**config.mk**
```make
export PLATFORM = sky130hd
export DESIGN_NAME = ctrl_tx
export DESIGN_NICKNAME = d
export VERILOG_FILES = /design/src/rtl/ctrl_tx.sv
export SDC_FILE = /design/constraint.sdc
export NUM_CORES = 1
export LEC_CHECK = 0
export CAP_MARGIN = 40
export CORE_ASPECT_RATIO = 0.75
export CORE_MARGIN = 3
export CORE_UTILIZATION = 50
export CTS_BUF_LIST = sky130_fd_sc_hd__clkbuf_16
export DETAILED_ROUTE_END_ITERATION = 12
export PLACE_DENSITY = 0.8
export RECOVER_POWER = 25
export SKIP_CTS_REPAIR_TIMING = 1
export SYNTH_ARGS = -nofsm -noshare
export SYNTH_HDL_FRONTEND = slang
export SYNTH_SLANG_ARGS = --single-unit
```
**constraint.sdc**
```tcl
create_clock -name clk_sys -period 5.6 [get_ports clk_sys]
set_input_delay 1.68 -clock clk_sys [delete_from_list [all_inputs] [get_ports clk_sys]]
set_output_delay 1.68 -clock clk_sys [all_outputs]
set_load 0.005 [all_outputs]
```
**src/rtl/ctrl_tx.sv**
```systemverilog
// ctrl_tx: master-side RS-485 control-line transmitter.
// Captures one fx-bus command per request/ack handshake, builds a six-byte
// frame (header, command, address high/low, data, XOR checksum) and sends it
// as UART 8N1, LSB first, with the transceiver enable wrapped around it.
module ctrl_tx #(
   parameter int         BAUD_DIV = 434,
   parameter int         DE_LEAD  = 1,
   parameter int         DE_TAIL  = 1,
   parameter logic [7:0] HDR      = 8'hA5
) (
   input  logic        clk_sys,
   input  logic        rst,
   input  logic        cmd_req,
   input  logic        cmd_wr,
   input  logic [15:0] cmd_addr,
   input  logic [7:0]  cmd_data,
   output logic        cmd_ack,
   output logic        busy,
   output logic        tx_ctrl,
   output logic        de_ctrl
);

   // Baud counter width and the width of the per-state period counter, which
   // counts lead periods, data bits and tail periods.
   localparam int CW   = (BAUD_DIV > 1) ? $clog2(BAUD_DIV) : 1;
   localparam int PMAX = (DE_LEAD > DE_TAIL) ? ((DE_LEAD > 8) ? DE_LEAD : 8)
                                             : ((DE_TAIL > 8) ? DE_TAIL : 8);
   localparam int PW   = $clog2(PMAX);

   localparam logic [7:0] CMD_WR = 8'h01;
   localparam logic [7:0] CMD_RD = 8'h02;

   typedef enum logic [2:0] {
      S_IDLE,
      S_LEAD,
      S_START,
      S_DATA,
      S_STOP,
      S_TAIL
   } state_t;

   state_t          state_q, state_d;
   logic [CW-1:0]   baud_q, baud_d;
   logic [PW-1:0]   per_q, per_d;
   logic [2:0]      byte_q, byte_d;
   logic [7:0]      shift_q, shift_d;

   logic [7:0]      cmd_q, ahi_q, alo_q, dat_q, chk_q;
   logic [7:0]      cur_byte;

   logic            tx_q, tx_d;
   logic            de_q, de_d;
   logic            busy_q, busy_d;
   logic            ack_q, ack_d;

   logic            capture;
   logic            tick;
   logic            lead_last;
   logic            tail_last;
   logic            bit_last;
   logic            more_bytes;

   function automatic logic [7:0] frame_chk(input logic [7:0] c,
                                            input logic [7:0] ah,
                                            input logic [7:0] al,
                                            input logic [7:0] d);
      return c ^ ah ^ al ^ d;
   endfunction

   assign capture    = (state_q == S_IDLE) && cmd_req;
   assign tick       = (baud_q == CW'(BAUD_DIV - 1));
   assign lead_last  = (int'(per_q) == DE_LEAD - 1);
   assign tail_last  = (int'(per_q) == DE_TAIL - 1);
   assign bit_last   = (per_q == PW'(7));
   assign more_bytes = (byte_q < 3'd5);

   // Select the frame byte currently being serialised.
   always_comb begin
      cur_byte = HDR;
      case (byte_q)
         3'd0:    cur_byte = HDR;
         3'd1:    cur_byte = cmd_q;
         3'd2:    cur_byte = ahi_q;
         3'd3:    cur_byte = alo_q;
         3'd4:    cur_byte = dat_q;
         3'd5:    cur_byte = chk_q;
         default: cur_byte = HDR;
      endcase
   end

   // FSM state register; reset aborts any frame in progress.
   always_ff @(posedge clk_sys) begin
      if (rst) state_q <= S_IDLE;
      else     state_q <= state_d;
   end

   // FSM next state: every non-idle state advances only on a bit boundary.
   always_comb begin
      state_d = state_q;
      case (state_q)
         S_IDLE: begin
            if (capture) state_d = (DE_LEAD > 0) ? S_LEAD : S_START;
         end
         S_LEAD: begin
            if (tick && lead_last) state_d = S_START;
         end
         S_START: begin
            if (tick) state_d = S_DATA;
         end
         S_DATA: begin
            if (tick && bit_last) state_d = S_STOP;
         end
         S_STOP: begin
            if (tick) begin
               if (more_bytes)       state_d = S_START;
               else if (DE_TAIL > 0) state_d = S_TAIL;
               else                  state_d = S_IDLE;
            end
         end
         S_TAIL: begin
            if (tick && tail_last) state_d = S_IDLE;
         end
         default: state_d = S_IDLE;
      endcase
   end

   // Baud, period and byte counters plus the data shift register.
   always_comb begin
      baud_d  = '0;
      per_d   = per_q;
      byte_d  = byte_q;
      shift_d = shift_q;
      if (state_q == S_IDLE) begin
         baud_d = '0;
         per_d  = '0;
         byte_d = '0;
      end else begin
         baud_d = tick ? '0 : baud_q + CW'(1);
         if (tick) begin
            case (state_q)
               S_LEAD:  per_d = lead_last ? '0 : per_q + PW'(1);
               S_TAIL:  per_d = tail_last ? '0 : per_q + PW'(1);
               S_START: begin
                  per_d   = '0;
                  shift_d = cur_byte;
               end
               S_DATA: begin
                  per_d   = bit_last ? '0 : per_q + PW'(1);
                  shift_d = {1'b0, shift_q[7:1]};
               end
               S_STOP: begin
                  per_d = '0;
                  if (more_bytes) byte_d = byte_q + 3'd1;
               end
               default: per_d = per_q;
            endcase
         end
      end
   end

   // Output decode from the next state, so the line and enable are registered.
   always_comb begin
      tx_d   = 1'b1;
      de_d   = (state_d != S_IDLE);
      busy_d = (state_d != S_IDLE);
      ack_d  = capture;
      case (state_d)
         S_START: tx_d = 1'b0;
         S_DATA:  tx_d = shift_d[0];
         default: tx_d = 1'b1;
      endcase
   end

   // Control registers: counters and outputs, all cleared by reset.
   always_ff @(posedge clk_sys) begin
      if (rst) begin
         baud_q <= '0;
         per_q  <= '0;
         byte_q <= '0;
         tx_q   <= 1'b1;
         de_q   <= 1'b0;
         busy_q <= 1'b0;
         ack_q  <= 1'b0;
      end else begin
         baud_q <= baud_d;
         per_q  <= per_d;
         byte_q <= byte_d;
         tx_q   <= tx_d;
         de_q   <= de_d;
         busy_q <= busy_d;
         ack_q  <= ack_d;
      end
   end

   // Frame payload capture; a read always sends a zero data byte.
   always_ff @(posedge clk_sys) begin
      shift_q <= shift_d;
      if (capture) begin
         cmd_q <= cmd_wr ? CMD_WR : CMD_RD;
         ahi_q <= cmd_addr[15:8];
         alo_q <= cmd_addr[7:0];
         dat_q <= cmd_wr ? cmd_data : 8'h00;
         chk_q <= frame_chk(cmd_wr ? CMD_WR : CMD_RD, cmd_addr[15:8],
                            cmd_addr[7:0], cmd_wr ? cmd_data : 8'h00);
      end
   end

   assign cmd_ack = ack_q;
   assign busy    = busy_q;
   assign tx_ctrl = tx_q;
   assign de_ctrl = de_q;

endmodule

```
# ---- Yosys cells after proc, flatten, opt, wreduce, memory -nomap -nowiden
# Cells that the tools add are included.
dict set report totals {
  wordCells 69
  reg_bits 69
}
dict set report op_classes {
  reduce_logical 15
  bitwise_logic 4
  n_lt_le_gt_ge 1
  n_addsub 3
  n_mux 18
  eq_ne 14
}
# op n
set op_table {}
lappend op_table {{$pmux 8 s5} 1}
lappend op_table {{$mux 3} 9}
lappend op_table {{$eq 3x2->1 const B} 6}
lappend op_table {{$pmux 3 s6} 1}
lappend op_table {{$pmux 8 s2} 1}
lappend op_table {{$xor 8x8->8} 2}
lappend op_table {{$eq 3x3->1 const B} 5}
lappend op_table {{$add 9x1->9 const B} 1}
lappend op_table {{$eq 9x9->1 const B} 1}
lappend op_table {{$pmux 3 s3} 1}
lappend op_table {{$mux 8} 1}
lappend op_table {{$xor 2x8->8} 1}
lappend op_table {{$add 3x1->3 const B} 2}
lappend op_table {{$eq 3x1->1 const B} 2}
lappend op_table {{$logic_not 3->1} 2}
lappend op_table {{$reduce_and 3->1} 2}
lappend op_table {{$reduce_bool 3->1} 2}
lappend op_table {{$reduce_or 2->1} 3}
lappend op_table {{$logic_and 1x1->1} 3}
lappend op_table {{$lt 3x3->1 const B} 1}
lappend op_table {{$reduce_or 3->1} 1}
lappend op_table {{$mux 1} 2}
lappend op_table {{$mux 2} 1}
lappend op_table {{$pmux 1 s2} 1}
lappend op_table {{other kinds (3)} 3}

# ---- Logic depth before layout (Yosys ltp)
dict set report depth {
  word_depth 6
  mapped_depth 8
  ltp_nobuf 7
}

# ---- Least setup slack after synthesis
# No wires, ideal clock.
dict set report synth_path {
  path_kind {input -> register}
  start {in cmd_req}
  end {reg ahi_q[0], enable pin}
  arrival_ns 5.235
  setup_slack_ns -0.159
  setup_ns 0.525
  stages 1
  required_ns 5.075
  path_cell_list {nor4b_1}
}
dict set report synth_between {
  elab_chain_len 1
}
# element line
set synth_lines {}
lappend synth_lines {{from (decl)} 13} ;# input logic cmd_req,
lappend synth_lines {{$logic_and 1x1->1} 70} ;# assign capture = (state_q == S_IDLE) && cmd_req;
lappend synth_lines {{to (signal assigned)} 200} ;# ahi_q <= cmd_addr[15:8];
lappend synth_lines {{to (decl)} 48} ;# logic [7:0] cmd_q, ahi_q, alo_q, dat_q, chk_q;
# Every way passes these cells.
# A chain may end at the register's enable or synchronous reset.

# ---- Worst setup path in the final report
dict set report layout_path {
  start {in rst}
  end {reg baud_q[8]}
}
dict set report layout_between {
  elab_chain_len 1
}
# element line
set layout_lines {}
lappend layout_lines {{from (decl)} 12} ;# input logic rst,
lappend layout_lines {{$reduce_or 3->1 (no source line)} n/a}
lappend layout_lines {{to (signal assigned)} 185} ;# baud_q <= baud_d;
lappend layout_lines {{to (decl)} 43} ;# logic [CW-1:0] baud_q, baud_d;
# Every way passes these cells.

==> results.toml <==
[synthesis]
synth_common_cells = "edfxtp_1 (41), dfxtp_1 (22), xnor2_1 (21)"
yosysSeqAreaShare_pct = 57.7
synth_fp_nets = 282
yosysWarnings = 0
ys_ff_latch = 63
synth_largest_area_cell = "edfxtp_1"
synthCells = 244
synth.most_common_cell = "edfxtp_1"
avgSynthCellArea_um2 = 11.9
yosysUniqueCellTypes = 54
synth_top_area_share_pct = 42.5
synth_edf_count = 41
synthTopCellsByArea = "edfxtp_1 (43%), dfxtp_1 (15%), xnor2_1 (6.3%), ha_1 (4.3%), nor2_1 (2.6%)"
ys.flop_type = "edfxtp_1"
synthArstFlopShare_pct = 0
synth_area_mm2 = 0.00290

[timing]
slew_viol_final = 0
fin_ws_ns = 2.74
grt_setup_unrepaired = "no"
timing.hold.ws_ns = 0.461
max_freq_mhz = 349
timing.final.crit_share_pct = 51.1
skew_ns = 0.00614
slew_headroom_pct = 43.9
worstMarginPinSlew_ns = 0.840
final.setup.tns_ns = 0
finalHoldViolCount = 0
final-setup-viol-count = 0
fin_crit_ns = 2.86

[min_path]
hp-class = "reg2reg"

[global_route]
grt_pass1_wl_um = 8870
antenna_found_initial = 0
track_usage_pct = 17.5
grt_remaining_overflow = 0
grt_pass1_vias = 1810
grt_max_degree = 36

[die]
rows = 23
die_w_um = 93.9
die_y_um = 71.9
core_mm2 = 0.00547
ios = 32
die_area_mm2 = 0.00675
initial_core_util_pct = 53.0

[status]
status = "finished, final reports clean"

[final_layout]
finalInstanceArea_mm2 = 0.00352
syn_to_final_growth_pct = 21.5
final_nets = 313
nFillCells = 421
diodes = 0
drive_gt1_share_pct = 7.86

[worst_setup_path]
worstPathRequired_ns = 5.85
crit_path_max_fanout = 9
worst_setup_path_start_kind = "input pin"
end_kind = "register"
worstSetupPathType = "in2reg"
critical_path_arrival_ns = 3.11

[power_and_ir_drop]
design_power_total_uw = 1060
p_per_area_mw_per_mm2 = 301
power_frac_seq_pct = 50.0
combPwrFrac_pct = 5.8
p_leak_uw = 0.00124
vdd_drop_max_mv = 0.160
swShare_pct = 20.3
p_clk_share_pct = 44.2
internal_power_uw = 845
p_sw_uw = 215

[cts]
clkTransAtPathRegs_ns = 0.05
cts_root_buf = "clkbuf_16"
clk_latency_ns = 0.32
cts_tree = "done"
htreeDepth = 3
cts-buffers-inserted = 9
cts_buffer_depth = 2
numClockSinks = 63

[detailed_routing]
ant_nets = 0
drc_errors = 0
wirelength_um = 5530
vias = 1941
wire_per_inst_um = 15.6
drt_iter0_markers = 157
drt_pass1_iterations = 5
avgViaCountPerCell = 5.47

[placed_design]
pre_cts_ws_ns = 2.40
place_area_mm2 = 0.00327
io_buffers = 31
place_congestion = 0.842
hpwl_um = 3890

[flow_run]
drv_cap = 0
==> power groups by stage <==
stage,combinational (uW),sequential (uW),clock [uW]
2_1_floorplan,34.7,534,0
3_3_place_gp,62.1,538,0
3_5_place_dp,64.8,539,0
4_1_cts,65.2,530,474
5_1_grt,68.0,531,494
6_report,61.8,530,468
==> registers in the layout, indices dropped and copies added, names as in the netlist, 3 cells and up <==
name and count:
chk_q 8, dat_q 8, shift_q 8, state_q 3, ahi_q 8, byte_q 3, alo_q 8, per_q 3
baud_q 9
==> per-stage QoR <==
step | cells | util, %
after CTS | 355 | 64.4
after floorplan | 244 | -
after global routing | 355 | 64.4
after global placement | 339 | 59.7
after detailed placement | 339 | 59.7
final | 355 | 64.4
==> path summary, 6_finish.rpt <==
| check | startpoint | endpoint | slack [ns] | depth (start not counted) |
|---|---|---|---|---|
| setup / recovery | rst | baud_q[8] | 2.74 | 4 |
| hold / removal | shift_q[0] | shift_q[0] | 0.46 | 2 |
| hold reg to reg | shift_q[0] | shift_q[0] | 0.46 | 2 |
| setup reg to reg | byte_q[2] | tx_ctrl | 3.14 | 6 |
==> worst max-delay path, cell delays in order <==
cell	delay (ns)
clkdlybuf4s50_1	0.51
or2_2	0.41
or2b_1	0.36
a21oi_1	0.16
==> logic make-up (layout without fill, tap and decap cells) <==
logic type	count (synthesis)	after routing	share of synthesized area (%)
XOR/XNOR	24	24	7.26
AO/OA/AOI/OAI	52	52	12.7
buffers and inverters	24	60	3.54
flip-flops	63	63	57.7
adder cells (fa/ha/maj)	10	10	4.32
multiplexers	4	4	1.55
AND/OR/NAND/NOR	67	67	13.0
==> placed cells by master, fill, tap and decap left out, types with 4 or more instances in the layout <==
cell type	n
dfxtp_1	22
ha_1	10
inv_1	14
a22oi_1	6
and2_1	10
xnor2_1	21
a221oi_1	4
dlygate4sd3_1	16
clkbuf_16	9
nand2_1	8
clkdlybuf4s50_1	15
o21ai_0	9
nor2_1	20
nand2b_1	4
a21oi_1	10
edfxtp_1	41
==> per-layer routing <==
layer	part of all wire [%]	wire length, um	vias to the layer above	GRT usage [%]
met5	0	0	-	0
met4	1.6	90	0	6.89
met3	6.9	379	7	5.80
met2	45	2490	72	26.4
met1	47	2580	910	23.7
li1	-	-	952	-
==> layout make-up <==
type	count	area, um2	share of cell area [%]
clock buffers	9	225	6.40
multi-input cells	157	1130	32.2
well taps	75	93.8	2.67
inverters	12	45.0	1.28
clock inverters	7	32.5	0.924
flip-flops and latches	63	1670	47.5
repair buffers	32	318	9.03
No activity file was read; power rests on OpenSTA's default activity.
